### src/rtl/avr_spi_pkg.sv
// rtl/avr_spi_pkg.sv - shared types and widths for the AVR SPI register port
package avr_spi_pkg;

  localparam int ADDR_W     = 7;
  localparam int DATA_W     = 8;
  localparam int CMD_WR_BIT = 7;

  typedef enum logic [1:0] {
    IDLE,
    CMD,
    WDATA,
    RDATA
  } state_t;

endpackage

### src/rtl/spi_sync_edge.sv
// rtl/spi_sync_edge.sv - 2-FF synchroniser for a bus of async lines
// Rise/fall pulses are produced for din[0] only; the other bits are plain synchronised copies.
module spi_sync_edge #(
  parameter int W = 1
) (
  input  logic         clk,
  input  logic         rst,
  input  logic [W-1:0] din,
  output logic [W-1:0] dout,
  output logic         rise,
  output logic         fall
);

  logic [W-1:0] meta;
  logic [W-1:0] sync;
  logic         prev;

  // Reset to 0 so a chip select already low at reset release does not look like an idle bus.
  always_ff @(posedge clk or posedge rst) begin
    if (rst) begin
      meta <= '0;
      sync <= '0;
      prev <= 1'b0;
    end else begin
      meta <= din;
      sync <= meta;
      prev <= sync[0];
    end
  end

  assign dout = sync;
  assign rise = sync[0] & ~prev;
  assign fall = ~sync[0] & prev;

endmodule

### src/rtl/avr_spi_regs.sv
// rtl/avr_spi_regs.sv - AVR SPI slave decoding read/write register commands
// Byte 1 is the command (bit 7 = write, 6:0 = address); following bytes are data.
module avr_spi_regs
  import avr_spi_pkg::*;
#(
  parameter int   AUTOINC   = 1,
  parameter logic IDLE_MISO = 1'b1
) (
  input  logic              fclk,
  input  logic              rst,
  input  logic              spics_n,
  input  logic              spick,
  input  logic              spido,
  output logic              spidi,
  input  logic [DATA_W-1:0] status,
  output logic              wr_stb,
  output logic [ADDR_W-1:0] wr_addr,
  output logic [DATA_W-1:0] wr_data,
  output logic [ADDR_W-1:0] rd_addr,
  input  logic [DATA_W-1:0] rd_data,
  output logic              rd_stb,
  output logic              busy
);

  logic              cs_n_s;
  logic              mosi_s;
  logic              sck_s;
  logic              sck_rise;
  logic              sck_fall;
  state_t            state;
  state_t            state_next;
  logic              armed;
  logic [2:0]        bitcnt;
  logic [DATA_W-2:0] rx;
  logic [DATA_W-1:0] rx_shift;
  logic [DATA_W-1:0] tx;
  logic [ADDR_W-1:0] addr;
  logic              byte_done;
  logic              last_bit;

  spi_sync_edge #(.W(3)) u_sync (
    .clk  (fclk),
    .rst  (rst),
    .din  ({spido, spics_n, spick}),
    .dout ({mosi_s, cs_n_s, sck_s}),
    .rise (sck_rise),
    .fall (sck_fall)
  );

  assign rx_shift = {rx, mosi_s};
  assign last_bit = sck_rise && (bitcnt == 3'd7);

  always_ff @(posedge fclk or posedge rst) begin
    if (rst) state <= IDLE;
    else     state <= state_next;
  end

  always_comb begin
    state_next = state;
    case (state)
      IDLE:    if (!cs_n_s && armed) state_next = CMD;
      CMD: begin
        if (cs_n_s)        state_next = IDLE;
        else if (last_bit) state_next = rx_shift[CMD_WR_BIT] ? WDATA : RDATA;
      end
      WDATA,
      RDATA:   if (cs_n_s) state_next = IDLE;
      default: state_next = IDLE;
    endcase
  end

  always_ff @(posedge fclk or posedge rst) begin
    if (rst) begin
      armed     <= 1'b0;
      bitcnt    <= '0;
      rx        <= '0;
      tx        <= '0;
      addr      <= '0;
      byte_done <= 1'b0;
      wr_stb    <= 1'b0;
      wr_addr   <= '0;
      wr_data   <= '0;
      rd_stb    <= 1'b0;
      rd_addr   <= '0;
    end else begin
      wr_stb <= 1'b0;
      rd_stb <= 1'b0;
      if (cs_n_s) armed <= 1'b1;
      // A deasserted CS overrides any edge seen in the same cycle, so partial bytes never strobe.
      if (state == IDLE || cs_n_s) begin
        bitcnt    <= '0;
        byte_done <= 1'b0;
        if (state == IDLE) tx <= status;
      end else begin
        if (sck_rise) begin
          rx        <= rx_shift[DATA_W-2:0];
          bitcnt    <= bitcnt + 3'd1;
          byte_done <= (bitcnt == 3'd7);
          if (bitcnt == 3'd7) begin
            if (state == CMD) begin
              addr <= rx_shift[ADDR_W-1:0];
            end else if (state == WDATA) begin
              wr_addr <= addr;
              wr_data <= rx_shift;
              wr_stb  <= 1'b1;
              if (AUTOINC != 0) addr <= addr + 7'd1;
            end
          end
        end else if (sck_fall) begin
          byte_done <= 1'b0;
          if (!byte_done) begin
            tx <= {tx[DATA_W-2:0], 1'b0};
          end else if (state == RDATA) begin
            tx     <= rd_data;
            rd_stb <= 1'b1;
            if (AUTOINC != 0) addr <= addr + 7'd1;
          end else begin
            tx <= '0;
          end
        end
        if (state == RDATA) rd_addr <= addr;
      end
    end
  end

  assign busy  = (state != IDLE);
  assign spidi = busy ? tx[DATA_W-1] : IDLE_MISO;

endmodule

### config.mk
export PLATFORM = sky130hd
export DESIGN_NAME = avr_spi_regs
export DESIGN_NICKNAME = d
export VERILOG_FILES = /design/src/rtl/avr_spi_pkg.sv /design/src/rtl/spi_sync_edge.sv /design/src/rtl/avr_spi_regs.sv
export SDC_FILE = /design/constraint.sdc
export NUM_CORES = 1
export LEC_CHECK = 0
export BUFFER_PORTS_ARGS = -buffer_cell sky130_fd_sc_hd__buf_2
export CAP_MARGIN = 25
export CORE_UTILIZATION = 59
export CTS_CLUSTER_SIZE = 40
export DETAILED_ROUTE_END_ITERATION = 6
export GPL_TIMING_DRIVEN = 0
export MAX_ROUTING_LAYER = met4
export PLACE_DENSITY = 0.85
export SLEW_MARGIN = 15
export SYNTH_ARGS = -nofsm -noshare
export SYNTH_HDL_FRONTEND = slang
export SYNTH_SLANG_ARGS = --single-unit
### constraint.sdc
create_clock -name fclk -period 4.72 [get_ports fclk]
set_input_delay 0.472 -clock fclk [delete_from_list [all_inputs] [get_ports fclk]]
set_output_delay 0.472 -clock fclk [all_outputs]
set_load 0.05 [all_outputs]
==> results.json, run 1 <==
{
  "critical_path.max_stage_delay_ps": 370,
  "dieArea_sq_um": 4818,
  "clockPowerShare_pct": 39.5,
  "core-area_sq_um": 4354,
  "combinationalPowerShare_pct": 7.1,
  "wirelength_mm": 5.020,
  "fin_worst_skew_ps": 6.761,
  "p_total_mw": 1.049,
  "drt-wirelength-per-cell_microns": 14.64,
  "final_worst_path_cycle_share_pct": 48.37,
  "min-delay-path-class": "in2reg",
  "vias_in_the_first_global_route": 1853,
  "start_util_pct": 61.58,
  "run_status": "finished clean",
  "synth-seq-cells": 60,
  "endpoint_kind": "output pin",
  "drv_slew": 0,
  "path_buf_inv": 3,
  "syn_area_sq_um": 2681,
  "clk_root_buffer_cell": "clkbuf_8",
  "met2WireLength_mm": 2.397,
  "cell_internal_pwr_uw": 803.9,
  "power.share.switching_pct": 23.36,
  "die_y_microns": 69.42,
  "clk_transition_reported_paths_ps": 60,
  "worst_r2r_path_depth": 7,
  "grt_overflow_total": 0,
  "sequential_share_of_the_synthesized_area_pct": 56.00,
  "syn_nets": 256,
  "post_synth_inst_count": 229,
  "final_critical_path_setup_slack_ps": 2437,
  "cts_setup_buffers": 0,
  "top_metal_used": "met4",
  "worst-r2r-setup-slack_ps": 2690,
  "post_route_setup_tns_ps": 0,
  "power_density_normalized_to_cell_area_nw_per_um2": 331.9,
  "finalNetCount": 313,
  "number_of_flops_mapped_to_enable_cells_by_yosys": 0,
  "first_iter_violations": 104,
  "crit_start": "state[0]",
  "final_hold_violation_count": 0,
  "finalCriticalPeriod_ps": 2283,
  "timing.fmax_ghz": 0.4380,
  "yosys_most_used_dff": "dfrtp_1",
  "clock-sinks": 60,
  "hold_depth": 1,
  "worst_r2r_startpoint": "u_sync.dout[0]",
  "placement.setup.worst_slack_ps": 2745,
  "clock_tree.buffer_depth": 2,
  "slew-limit-headroom_pct": 53.16,
  "grt_start_max_net_pins": 61,
  "startpoint_type": "flip-flop",
  "finalSetupViolCount": 0,
  "power.share.sequential_pct": 53.4,
  "numCtsBuffers": 9,
  "detailedPlacementHpwl_mm": 3.395,
  "final_common_cell": "dfrtp_1",
  "io_buffer_count": 46,
  "route.vias.total": 1944,
  "finalWeightedCongestion": 0.8456,
  "placement_rows": 24,
  "met3_wire_length_microns": 222,
  "timing.critical_path.max_delay_family": "buffers and inverters",
  "synth.yosys.warnings": 0,
  "rsz0062_at_grt": "false",
  "boundaryPins": 47,
  "grt_antenna_before_repair": 0,
  "r2r-end": "tx[1]",
  "setup.worst_path.class": "reg2out",
  "wirelength_met1_mm": 2.289,
  "cts_hold_buffers": 0,
  "cts_tree": "built",
  "netlist-cell-type-count": 35,
  "crit_path_cell_trace": "buf_6, nor2_1, clkbuf_1, or2_2, buf_2",
  "htree_levels": 3,
  "clock_latency_late_sink_ps": 330,
  "critical_path.slowest_cell": "dfrtp_1",
  "antenna_cells_inserted": 0,
  "peakVddDrop_mv": 0.2477,
  "grt_pass1_wl_mm": 8.342,
  "hold_end": "u_sync.meta[1]",
  "chipWidth_microns": 69.42,
  "areaGrowthSynthToFinish_pct": 17.87,
  "post_cts_resize_count": 0,
  "proportion_of_layout_cells_with_a_drive_suffix_above_1_pct": 36.43,
  "detail-route-antenna-nets": 0,
  "crit_required_ps": 4250,
  "post-route-drc-count": 0,
  "synth_top_cells_by_area": "dfrtp_1 56%, mux2_2 11%, o21ai_0 3.4%",
  "avgSynthCellArea_sq_um": 11.71,
  "synth.top_cell.area_share_pct": 56.00,
  "critical_path.max_fanout": 10,
  "grt_usage_pct": 23.28,
  "tightest_slew_ps": 702.6,
  "post_synth_top_area_cell": "dfrtp_1",
  "firstDrtPassIters": 4,
  "worst_ep_arrival_ps": 1810,
  "async_reset_ff_share_pct": 100.0,
  "mostFrequentLayoutCells": "60 x dfrtp_1, 49 x buf_2, 27 x mux2_2",
  "holdCritStartpoint": "spics_n",
  "power.static_leakage_nw": 1.590,
  "drt-vias-per-instance": 5.668,
  "max_cap_violations": 0,
  "power.switching_uw": 245.0
}
per-layer routing:
metal,global-route usage [%],vias to the layer above
met5,-,-
met4,13.15,0
met3,5.087,12
met2,34.52,56
met1,29.86,953
li1,-,923
power by group through the flow:
stage	combinational, mW	sequential (mW)	clock, mW
2_1_floorplan	0.0548	0.560	0
4_1_cts	0.0756	0.560	0.425
3_5_place_dp	0.0747	0.569	0
3_3_place_gp	0.0714	0.567	0
5_1_grt	0.0844	0.564	0.445
6_report	0.0747	0.560	0.414
worst max-delay path by stage:
stage	endpoint	slack, ps	depth (start not counted)
2_1_floorplan	addr[0]	2760	1
3_3_place_gp	rd_addr[2]	2130	2
3_5_place_dp	wr_data[2]	2740	6
4_1_cts	spidi	2440	5
5_1_grt	spidi	2350	5
6_report	spidi	2440	5
metrics by stage:
step	std cells	instance area (sq um)	utilization (%)	hold slack [ps]
after floorplan	229	2681	-	331.2
after global placement	327	2977	68.36	333.2
after detailed placement	327	2979	68.42	336.3
after CTS	343	3161	72.59	228.5
after global routing	343	3161	72.59	232.3
final	343	3161	72.59	246.6
synth_stat cells, types with 4 or more instances:
master    count
clkbuf_1      6
a21oi_1       9
nand2b_1     10
mux2_2       27
dfrtp_1      60
nor3_1        5
ha_1          6
nand4_1       7
nor2_1        8
or2_2         4
inv_1         7
o21ai_0      18
nand3_1      14
nand2_1      17
area by class of cell:
class / count / area, sq um
plain buffers: 12 / 67.56
well taps: 52 / 65.06
clock buffers: 15 / 176.4
clock inverters: 1 / 5.005
fillers: 319 / 1194
multi-input cells: 150 / 1086
flip-flops and latches: 60 / 1501
repair buffers: 46 / 230.2
inverters: 7 / 28.78
worst reg2reg max path: stages, from the launching register on:
cell	delay, ps
dfrtp_1	420
ha_1	220
clkbuf_1	200
nor3b_2	430
buf_2	280
nand3_1	100
o21ai_0	110
o21ai_0	130
state kept, by name, summed over array words and instances (netlist names):
signal	count
wr_data	8
rd_addr	7
tx	8
rd_stb	1
u_sync.prev	1
u_sync.meta	3
wr_addr	7
u_sync.dout	3
state	2
addr	7
armed	1
byte_done	1
bitcnt	3
wr_stb	1
rx	7
cells by family after synthesis:
group           count (synthesis)  share of synthesized area (%)
fa+ha+maj                       6                          2.800
compound gates                 37                          9.053
xor+xnor                        1                         0.3267
mux                            31                          12.88
simple gates                   75                          15.45
buf+inv                        19                          3.500
flops                          60                          56.00
Power figures use the tool's default switching activity.
==> run 2: changes to the inputs <==
--- a/config.mk
+++ b/config.mk
@@ -7,12 +7,12 @@
 export LEC_CHECK = 0
 export BUFFER_PORTS_ARGS = -buffer_cell sky130_fd_sc_hd__buf_2
 export CAP_MARGIN = 25
-export CORE_UTILIZATION = 59
+export CORE_UTILIZATION = 55
 export CTS_CLUSTER_SIZE = 40
 export DETAILED_ROUTE_END_ITERATION = 6
 export GPL_TIMING_DRIVEN = 0
 export MAX_ROUTING_LAYER = met4
-export PLACE_DENSITY = 0.85
+export PLACE_DENSITY = 0.81
 export SLEW_MARGIN = 15
 export SYNTH_ARGS = -nofsm -noshare
 export SYNTH_HDL_FRONTEND = slang
==> constraint.sdc (replaced) <==
create_clock -name fclk -period 2.4 [get_ports fclk]
set_input_delay 0.24 -clock fclk [delete_from_list [all_inputs] [get_ports fclk]]
set_output_delay 0.24 -clock fclk [all_outputs]
set_load 0.05 [all_outputs]
==> results.json, run 2 (synthesis gave the netlist of run 1 again) <==
{
  "run_status": "finished clean",
  "numCtsBuffers": 9,
  "cell_internal_pwr_mw": 1.653,
  "max_cap_violations": 0,
  "chipWidth_microns": 71.82,
  "finish.utilization_pct": 68.45,
  "startpoint_type": "flip-flop",
  "drt-vias-per-instance": 5.501,
  "post_cts_resize_count": 0,
  "grt_overflow_total": 0,
  "endpoint_kind": "output pin",
  "final_common_cell": "dfrtp_1",
  "proportion_of_layout_cells_with_a_drive_suffix_above_1_pct": 36.86,
  "drt-wirelength-per-cell_microns": 13.87,
  "first_iter_violations": 136,
  "placement.setup.worst_slack_ps": 441.7,
  "cts_tree": "built",
  "crit_path_cell_trace": "buf_6, nor2_1, clkbuf_1, or2_2, buf_2",
  "power.share.sequential_pct": 51.1,
  "placement_rows": 25,
  "clock-sinks": 60,
  "finalNetCount": 316,
  "final_worst_path_cycle_share_pct": 84.17,
  "clk_transition_reported_paths_ps": 60,
  "final_hold_violation_count": 0,
  "post_route_setup_tns_ps": 0,
  "combinationalPowerShare_pct": 6.9,
  "power.share.switching_pct": 23.15,
  "htree_levels": 3,
  "firstDrtPassIters": 4,
  "peakVddDrop_mv": 0.6597,
  "mostFrequentLayoutCells": "60 x dfrtp_1, 49 x buf_2, 27 x mux2_2",
  "tightest_slew_ps": 711.1,
  "antenna_cells_inserted": 0,
  "critical_path.max_fanout": 10,
  "min-delay-path-class": "in2async",
  "clock_latency_late_sink_ps": 340,
  "clockPowerShare_pct": 42.0,
  "power.static_leakage_nw": 1.614,
  "timing.fmax_ghz": 0.4951,
  "wirelength_mm": 4.813,
  "grt_usage_pct": 22.26,
  "setup.worst_path.class": "reg2out",
  "cts_setup_buffers": 0,
  "clock_tree.buffer_depth": 2,
  "worst_ep_arrival_ps": 1780,
  "finalWeightedCongestion": 0.8296,
  "detailedPlacementHpwl_mm": 3.341,
  "grt_start_max_net_pins": 61,
  "fin_worst_skew_ps": 8.656,
  "critical_path.max_stage_delay_ps": 380,
  "slew-limit-headroom_pct": 52.60,
  "core-area_sq_um": 4692,
  "dieArea_sq_um": 5158,
  "power_density_normalized_to_cell_area_nw_per_um2": 669.6,
  "critical_path.slowest_cell": "dfrtp_1",
  "crit_required_ps": 2160,
  "path_buf_inv": 3,
  "drv_slew": 0,
  "largest_registers_ranked_by_flip_flop_count": "tx (8), wr_data (8)",
  "grt_pass1_wl_mm": 8.342,
  "cts_hold_buffers": 3,
  "detail-route-antenna-nets": 0,
  "finalSetupViolCount": 0,
  "final-instance-count-excl-fill": 347,
  "post-route-drc-count": 0,
  "final_critical_path_setup_slack_ps": 380.0,
  "io_buffer_count": 46,
  "vias_in_the_first_global_route": 1838,
  "clk_root_buffer_cell": "clkbuf_8",
  "die_y_microns": 71.82,
  "rsz0062_at_grt": "false",
  "finalCriticalPeriod_ps": 2020,
  "power.switching_uw": 497.9,
  "start_util_pct": 57.15,
  "boundaryPins": 47,
  "timing.critical_path.max_delay_family": "buffers and inverters",
  "route.vias.total": 1909,
  "placedCellCount": 329,
  "areaGrowthSynthToFinish_pct": 19.79,
  "grt_antenna_before_repair": 0
}
## run 2: final cells by class
type,count,area [sq um]
inverter,7,28.78
fill,357,1480
sequential,60,1501
clock inverter,4,48.80
clock buffer,11,151.4
buffer,12,67.56
tap,54,67.56
multi-input combinational,150,1086
timing repair buffer,49,260.3
## run 2: final timing paths
path | depth (start not counted) | endpoint | from | slack [ps]
worst min-delay path | 2 | wr_data[7] | rst | 10
worst max-delay path | 5 | spidi | state[0] | 380
worst min register to register | 0 | u_sync.dout[0] | u_sync.meta[0] | 350
min in group fclk | 3 | tx[7] | status[7] | 110
worst max register to register | 7 | addr[1] | u_sync.dout[0] | 450
max in group asynchronous | 2 | rd_addr[0] | rst | 1900
## run 2: through the flow
step                      instance area, sq um  total power, mW  hold WS [ps]
final                                     3212            2.150         14.92
after global routing                      3212            2.232         75.11
after CTS                                 3212            2.162         40.29
after detailed placement                  2982            1.263         335.5
after global placement                    2979            1.256         332.3
after floorplan                           2681            1.209         271.4
## run 2: power groups by stage
stage / registers (mW) / clock network, mW / logic [mW]
floorplan: 1.10 / 0 / 0.108
global placement: 1.12 / 0 / 0.141
detailed placement: 1.12 / 0 / 0.146
CTS: 1.10 / 0.914 / 0.150
global route: 1.11 / 0.959 / 0.167
finish: 1.10 / 0.903 / 0.148
## run 2: routing by layer
metal,wire length [microns],GRT usage (%),up-vias
met4,85,9.804,0
met3,248,7.173,11
met1,2315,28.83,914
met2,2164,32.18,48
li1,-,-,936
met5,0,-,-
